**config.mk**
```make
export PLATFORM = sky130hd
export DESIGN_NAME = store_buffer
export DESIGN_NICKNAME = d
export VERILOG_FILES = /design/src/rtl/store_buffer_pkg.sv /design/src/rtl/sb_fifo.sv /design/src/rtl/store_buffer.sv
export SDC_FILE = /design/constraint.sdc
export NUM_CORES = 1
export LEC_CHECK = 0
export CAP_MARGIN = 20
export CORE_ASPECT_RATIO = 1.25
export CORE_UTILIZATION = 45
export DETAILED_ROUTE_END_ITERATION = 8
export DONT_BUFFER_PORTS = 1
export GPL_TIMING_DRIVEN = 0
export PLACE_DENSITY = 0.69
export SYNTH_ARGS = -nofsm -noshare
export SYNTH_HDL_FRONTEND = slang
export SYNTH_HIERARCHICAL = 1
export SYNTH_SLANG_ARGS = --single-unit
```
**constraint.sdc**
```tcl
create_clock -name clk -period 3.79 [get_ports clk]
set_input_delay 0.379 -clock clk [delete_from_list [all_inputs] [get_ports clk]]
set_output_delay 0.379 -clock clk [all_outputs]
set_load 0.05 [all_outputs]
```
**src/rtl/store_buffer_pkg.sv**
```systemverilog
// Shared types for the posted-write store buffer between the core data port and dmem.
package store_buffer_pkg;

    localparam int SB_AW  = 32;
    localparam int SB_DW  = 32;
    localparam int SB_WAW = SB_AW - 2;

    typedef struct packed {
        logic [SB_AW-1:0] addr;
        logic [SB_DW-1:0] wdata;
        logic             sb;
    } sb_entry_t;

endpackage

```
**src/rtl/sb_fifo.sv**
```systemverilog
// Circular store queue: entry storage, head/tail/count bookkeeping and a per-entry
// word-address match vector used by the load-hit detector.
module sb_fifo
    import store_buffer_pkg::*;
#(
    parameter int DEPTH = 4,
    localparam int PW = $clog2(DEPTH),
    localparam int CW = $clog2(DEPTH + 1)
) (
    input  logic              clk,
    input  logic              reset,
    input  logic              push_i,
    input  sb_entry_t         push_entry_i,
    input  logic              pop_i,
    input  logic [SB_WAW-1:0] cmp_word_i,
    output sb_entry_t         head_entry_o,
    output logic [CW-1:0]     count_o,
    output logic [DEPTH-1:0]  match_o
);

    sb_entry_t     mem_q [DEPTH];
    logic [PW-1:0] head_q, head_d;
    logic [PW-1:0] tail_q, tail_d;
    logic [CW-1:0] count_q, count_d;
    logic [PW-1:0] offset [DEPTH];

    always_comb begin
        head_d  = pop_i  ? head_q + PW'(1) : head_q;
        tail_d  = push_i ? tail_q + PW'(1) : tail_q;
        count_d = count_q;
        case ({push_i, pop_i})
            2'b10:   count_d = count_q + CW'(1);
            2'b01:   count_d = count_q - CW'(1);
            default: count_d = count_q;
        endcase
    end

    always_ff @(posedge clk or negedge reset) begin
        if (!reset) begin
            head_q  <= '0;
            tail_q  <= '0;
            count_q <= '0;
        end else begin
            head_q  <= head_d;
            tail_q  <= tail_d;
            count_q <= count_d;
        end
    end

    // Storage needs no reset: validity is implied by head/count alone.
    always_ff @(posedge clk) begin
        if (push_i) begin
            mem_q[tail_q] <= push_entry_i;
        end
    end

    // Slot i is live when its distance from head (mod DEPTH) is below count.
    always_comb begin
        match_o = '0;
        for (int i = 0; i < DEPTH; i++) begin
            offset[i]  = PW'(i) - head_q;
            match_o[i] = ({1'b0, offset[i]} < count_q) &&
                         (mem_q[i].addr[SB_AW-1:2] == cmp_word_i);
        end
    end

    assign head_entry_o = mem_q[head_q];
    assign count_o      = count_q;

endmodule

```
**src/rtl/store_buffer.sv**
```systemverilog
// Posted-write buffer: stores retire into sb_fifo and drain to dmem whenever the
// core is not loading; loads that hit a pending store stall while the drain runs.
module store_buffer
    import store_buffer_pkg::*;
#(
    parameter int DEPTH = 4,
    parameter int AW    = SB_AW,
    parameter int DW    = SB_DW
) (
    input  logic          clk,
    input  logic          reset,
    input  logic          cpu_we,
    input  logic          cpu_sb,
    input  logic          cpu_re,
    input  logic [AW-1:0] cpu_addr,
    input  logic [DW-1:0] cpu_wdata,
    output logic [DW-1:0] cpu_rdata,
    output logic          cpu_stall,
    output logic          mem_we,
    output logic          mem_sb,
    output logic [AW-1:0] mem_addr,
    output logic [DW-1:0] mem_wdata,
    input  logic [DW-1:0] mem_rdata,
    output logic          empty
);

    localparam int            CW       = $clog2(DEPTH + 1);
    localparam logic [CW-1:0] FULL_CNT = CW'(DEPTH);

    sb_entry_t        push_entry;
    sb_entry_t        head_entry;
    logic [CW-1:0]    count;
    logic [DEPTH-1:0] match;
    logic             full;
    logic             not_empty;
    logic             load_hit;
    logic             push;
    logic             drain;

    assign push_entry = '{addr: cpu_addr, wdata: cpu_wdata, sb: cpu_sb};

    assign full      = (count == FULL_CNT);
    assign not_empty = (count != '0);
    assign load_hit  = cpu_re && (|match);
    // A hitting load yields the shared port to the drain so the hit clears.
    assign drain     = not_empty && (!cpu_re || load_hit);
    assign push      = cpu_we && !full;

    assign cpu_stall = (cpu_we && full) || load_hit;
    assign cpu_rdata = mem_rdata;
    assign empty     = !not_empty;

    assign mem_we    = drain;
    assign mem_sb    = drain && head_entry.sb;
    assign mem_addr  = drain ? head_entry.addr  : cpu_addr;
    assign mem_wdata = drain ? head_entry.wdata : '0;

    sb_fifo #(
        .DEPTH (DEPTH)
    ) u_fifo (
        .clk          (clk),
        .reset        (reset),
        .push_i       (push),
        .push_entry_i (push_entry),
        .pop_i        (drain),
        .cmp_word_i   (cpu_addr[AW-1:2]),
        .head_entry_o (head_entry),
        .count_o      (count),
        .match_o      (match)
    );

    a_no_store_with_load: assert property (
        @(posedge clk) disable iff (!reset) !(cpu_we && cpu_re)
    );

    a_hit_drains: assert property (
        @(posedge clk) disable iff (!reset) load_hit |-> mem_we
    );

endmodule

```
==> metrics.md <==
| Metric | Value |
|---|---|
| Clock slew at reported path FFs | roughly 0.06 ns |
| Worst-Skew Late Latency | 0.54 ns |
| Number of enable-type register cells in the synthesized netlist | 260 |
| Maximum clock rate | 268 MHz |
| Worst endpoint required time | 3.41 ns |
| Slew Viols, Final | 0 |
| Ant. Diodes | 0 |
| Port Buffers | 0 |
| Register area share after synthesis | 0.658 |
| Status | completed |
| Clock Sinks | approximately 270 |
| Final worst path period share | 0.985 |
| Vias in the first global route | around 7000 |
| CP arrival | between 3 and 4 ns |
| Synthesis-to-layout area growth | 20.7% |
| Kind of critical path | reg -> out |
| Setup tns final | 0 ns |
| Commonest non-fill, non-tap cell in the layout | edfxtp_1 |
| Fin. Hold Viols | 0 |
| CTS Buf Count | 28 |
| Hold Crit Class | in -> async |
| WL/cell | about 26 µm |
| PD cells | 774 nW/µm² |
| Drt first pass iters | 5 |
| Core area | 26300 µm² |
| Max-Cap Viols | 0 |
| Asr flop ratio synth | 0.0262 |
| WHS | around 0.18 ns |
| Main synth FF type | edfxtp_1 |
| Root Driver | clkbuf_16 |
| CP Max Fanout | 8 |
| Vias per cell | 5.67 |
| Yosys warnings | 6 |
| Post-DP HPWL | 18500 µm |
| Syn Nets | 779 |
| Die H | ~190 µm |
| Avg Inst Size Synth | 18.2 µm² |
| CP Capture Type | primary output |
| Synthesized area | 12100 µm² |
| Initial Util | 0.462 |
| Measured slew at the worst slew-check pin | ~0.99 ns |
| DIE AREA | roughly 28000 µm² |
| Rows | 66 |
| Residual DRC | 0 |
| Largest area contributor in the netlist | edfxtp_1 |
| Fin nets | 883 |
| Top post-synthesis cells by area | edfxtp_1, mux4_2, xor2_1 |
| Final Setup Violations | 0 |
| Yosys top cell area share | 0.643 |
| Most frequent cells in the layout | edfxtp_1, xor2_1, dlygate4sd3_1 |
| RSZ-0062 raised after global routing | yes |
| Fill cells | between 2000 and 2500 |
| First-pass GRT wire length | 43200 µm |
| GRT Overall Usage | 0.216 |
| Syn Inst Count | 668 |
| Pin count of the biggest net entering global routing | 42 |
| Via Count | between 6000 and 7000 |
| Slew margin rel. | 0.334 |
| Fin crit period | 3.73 ns |
| Initial DRC count | 332 |
| CTS Buffer Depth | 3 |
| Worst path buffer plus inverter count | 2 |
| Worst Clk Skew | 0.0161 ns |
| Post-synthesis register bit count | about 270 |
| Chip width | between 100 and 150 µm |
| Crit-path max cell delay | about 0.43 ns |
| Initial antenna violation count | 0 |
| CTS tree | yes |
| Startpoint Class | flip-flop |
| Critical path cell sequence | xor2_1 > nor4_2 > nand4_1 > a2111oi_4 > nor4_4 > a21oi_2 > buf_6 > clkbuf_16 > mux2_4 |
| CP max-delay cell | nor4_2 |
| Leakage | between 4 and 5 nW |
| IO Pins | ~200 |
| CP top delay family | simple AND/OR/NAND/NOR gates |
| Final core utilization | 0.558 |
| Total gr overflow | 0 |
| Final ANT Viol Nets | 0 |
| Library cells used by synthesis | 28 |
| Final GP Congestion | about 0.89 |
| H-Tree Level Count | 1 |
| Share of cells above drive strength 1 | 0.331 |
| Worst VDD drop | around 0.53 mV |
| Drt total wl | 29000 µm |
metal layers:
layer,GRT usage,share of wire
met3,0.0534,0.083
met4,0.0743,0.028
met1,0.258,0.37
met5,0,0
met2,0.378,0.51
report_power, final:
part	leakage, nW	total (mW)	switching (mW)	internal, mW
Clock	0.435	2.64	1.11	1.53
Combinational	2.09	4.56	2.89	1.67
Sequential	2.46	4.14	0.237	3.90
worst register-to-register path: cells and delay by family, from the launching register on:
kind                       cells  cell delay (ns)
and+or+nand+nor                4             0.88
AOI/OAI and AO/OA              2             0.70
adders and majority gates      2             0.58
buffers and inverters          3             0.50
xor gates and xnor gates       3             0.49
DFF                            1             0.41
cell type report:
class                      count  area [µm²]  share of cell area
clock buffer                  32         737              0.0503
tap                          340         425              0.0290
clock inverter                20         158              0.0108
multi-input combinational    330        4040               0.276
inverter                      15        56.3             0.00384
timing repair buffer          75         816              0.0557
sequential                   267        7980               0.545
buffer                        55         433              0.0295
cells in the mapped netlist, types with 7 or more instances:
master    instances
inv_1            15
mux4_2           65
and2_1           37
clkbuf_1          9
nor4_1           21
ha_1              9
buf_2            13
edfxtp_1        260
mux2_2           26
xor2_1          112
xnor2_1          15
buf_4            32
dfrtp_1           7
kinds of logic after synthesis:
kind of cell / count (synthesis) / synth area share
mux: 97 / 0.152
simple gates: 81 / 0.0425
compound gates: 15 / 0.0109
flops: 267 / 0.658
fa+ha+maj: 10 / 0.0109
xor+xnor: 127 / 0.0916
buf+inv: 71 / 0.0344
per-stage QoR:
stage / instance area [µm²] / setup WS (ns) / total power, mW / std cells
4_1_cts: 14400 / 0.00258 / 11.2 / 1131
3_5_place_dp: 12700 / -0.775 / 8.32 / 1012
6_report: 14700 / 0.0582 / 11.3 / 1134
2_1_floorplan: 12100 / 0.0565 / 7.43 / 668
5_1_grt: 14700 / -0.0644 / 11.8 / 1134
3_3_place_gp: 12600 / -0.702 / 8.24 / 1008
state kept, by name, summed over array words and instances (netlist names):
name,cells
u_fifo/tail_q,2
u_fifo/head_q,2
u_fifo/count_o,3
u_fifo/mem_q,260
worst paths after layout:
path / from / endpoint / slack, ns / depth (start not counted)
min in group clk: cpu_we / u_fifo/tail_q[1] / 0.28 / 3
min: reset / u_fifo/tail_q[0] / 0.18 / 1
max: u_fifo/mem_q[2][54] / mem_addr[25] / 0.06 / 9
min reg2reg: u_fifo/tail_q[0] / u_fifo/tail_q[0] / 0.54 / 1
max reg2reg: u_fifo/mem_q[2][54] / u_fifo/count_o[2] / 0.17 / 14
max in group asynchronous: reset / u_fifo/head_q[1] / 3.32 / 1
what timing repair did:
item | in CTS | in global routing
pin swaps | 3 | 13
hold buffers | 66 | 0
gates cloned | 0 | 1
resized for setup | 78 | 41
buffers inserted | 2 | 2
endpoints found under the setup margin | 71 | 65
hold endpoints to repair | 267 | 0
(Power assumes the default switching activity.)
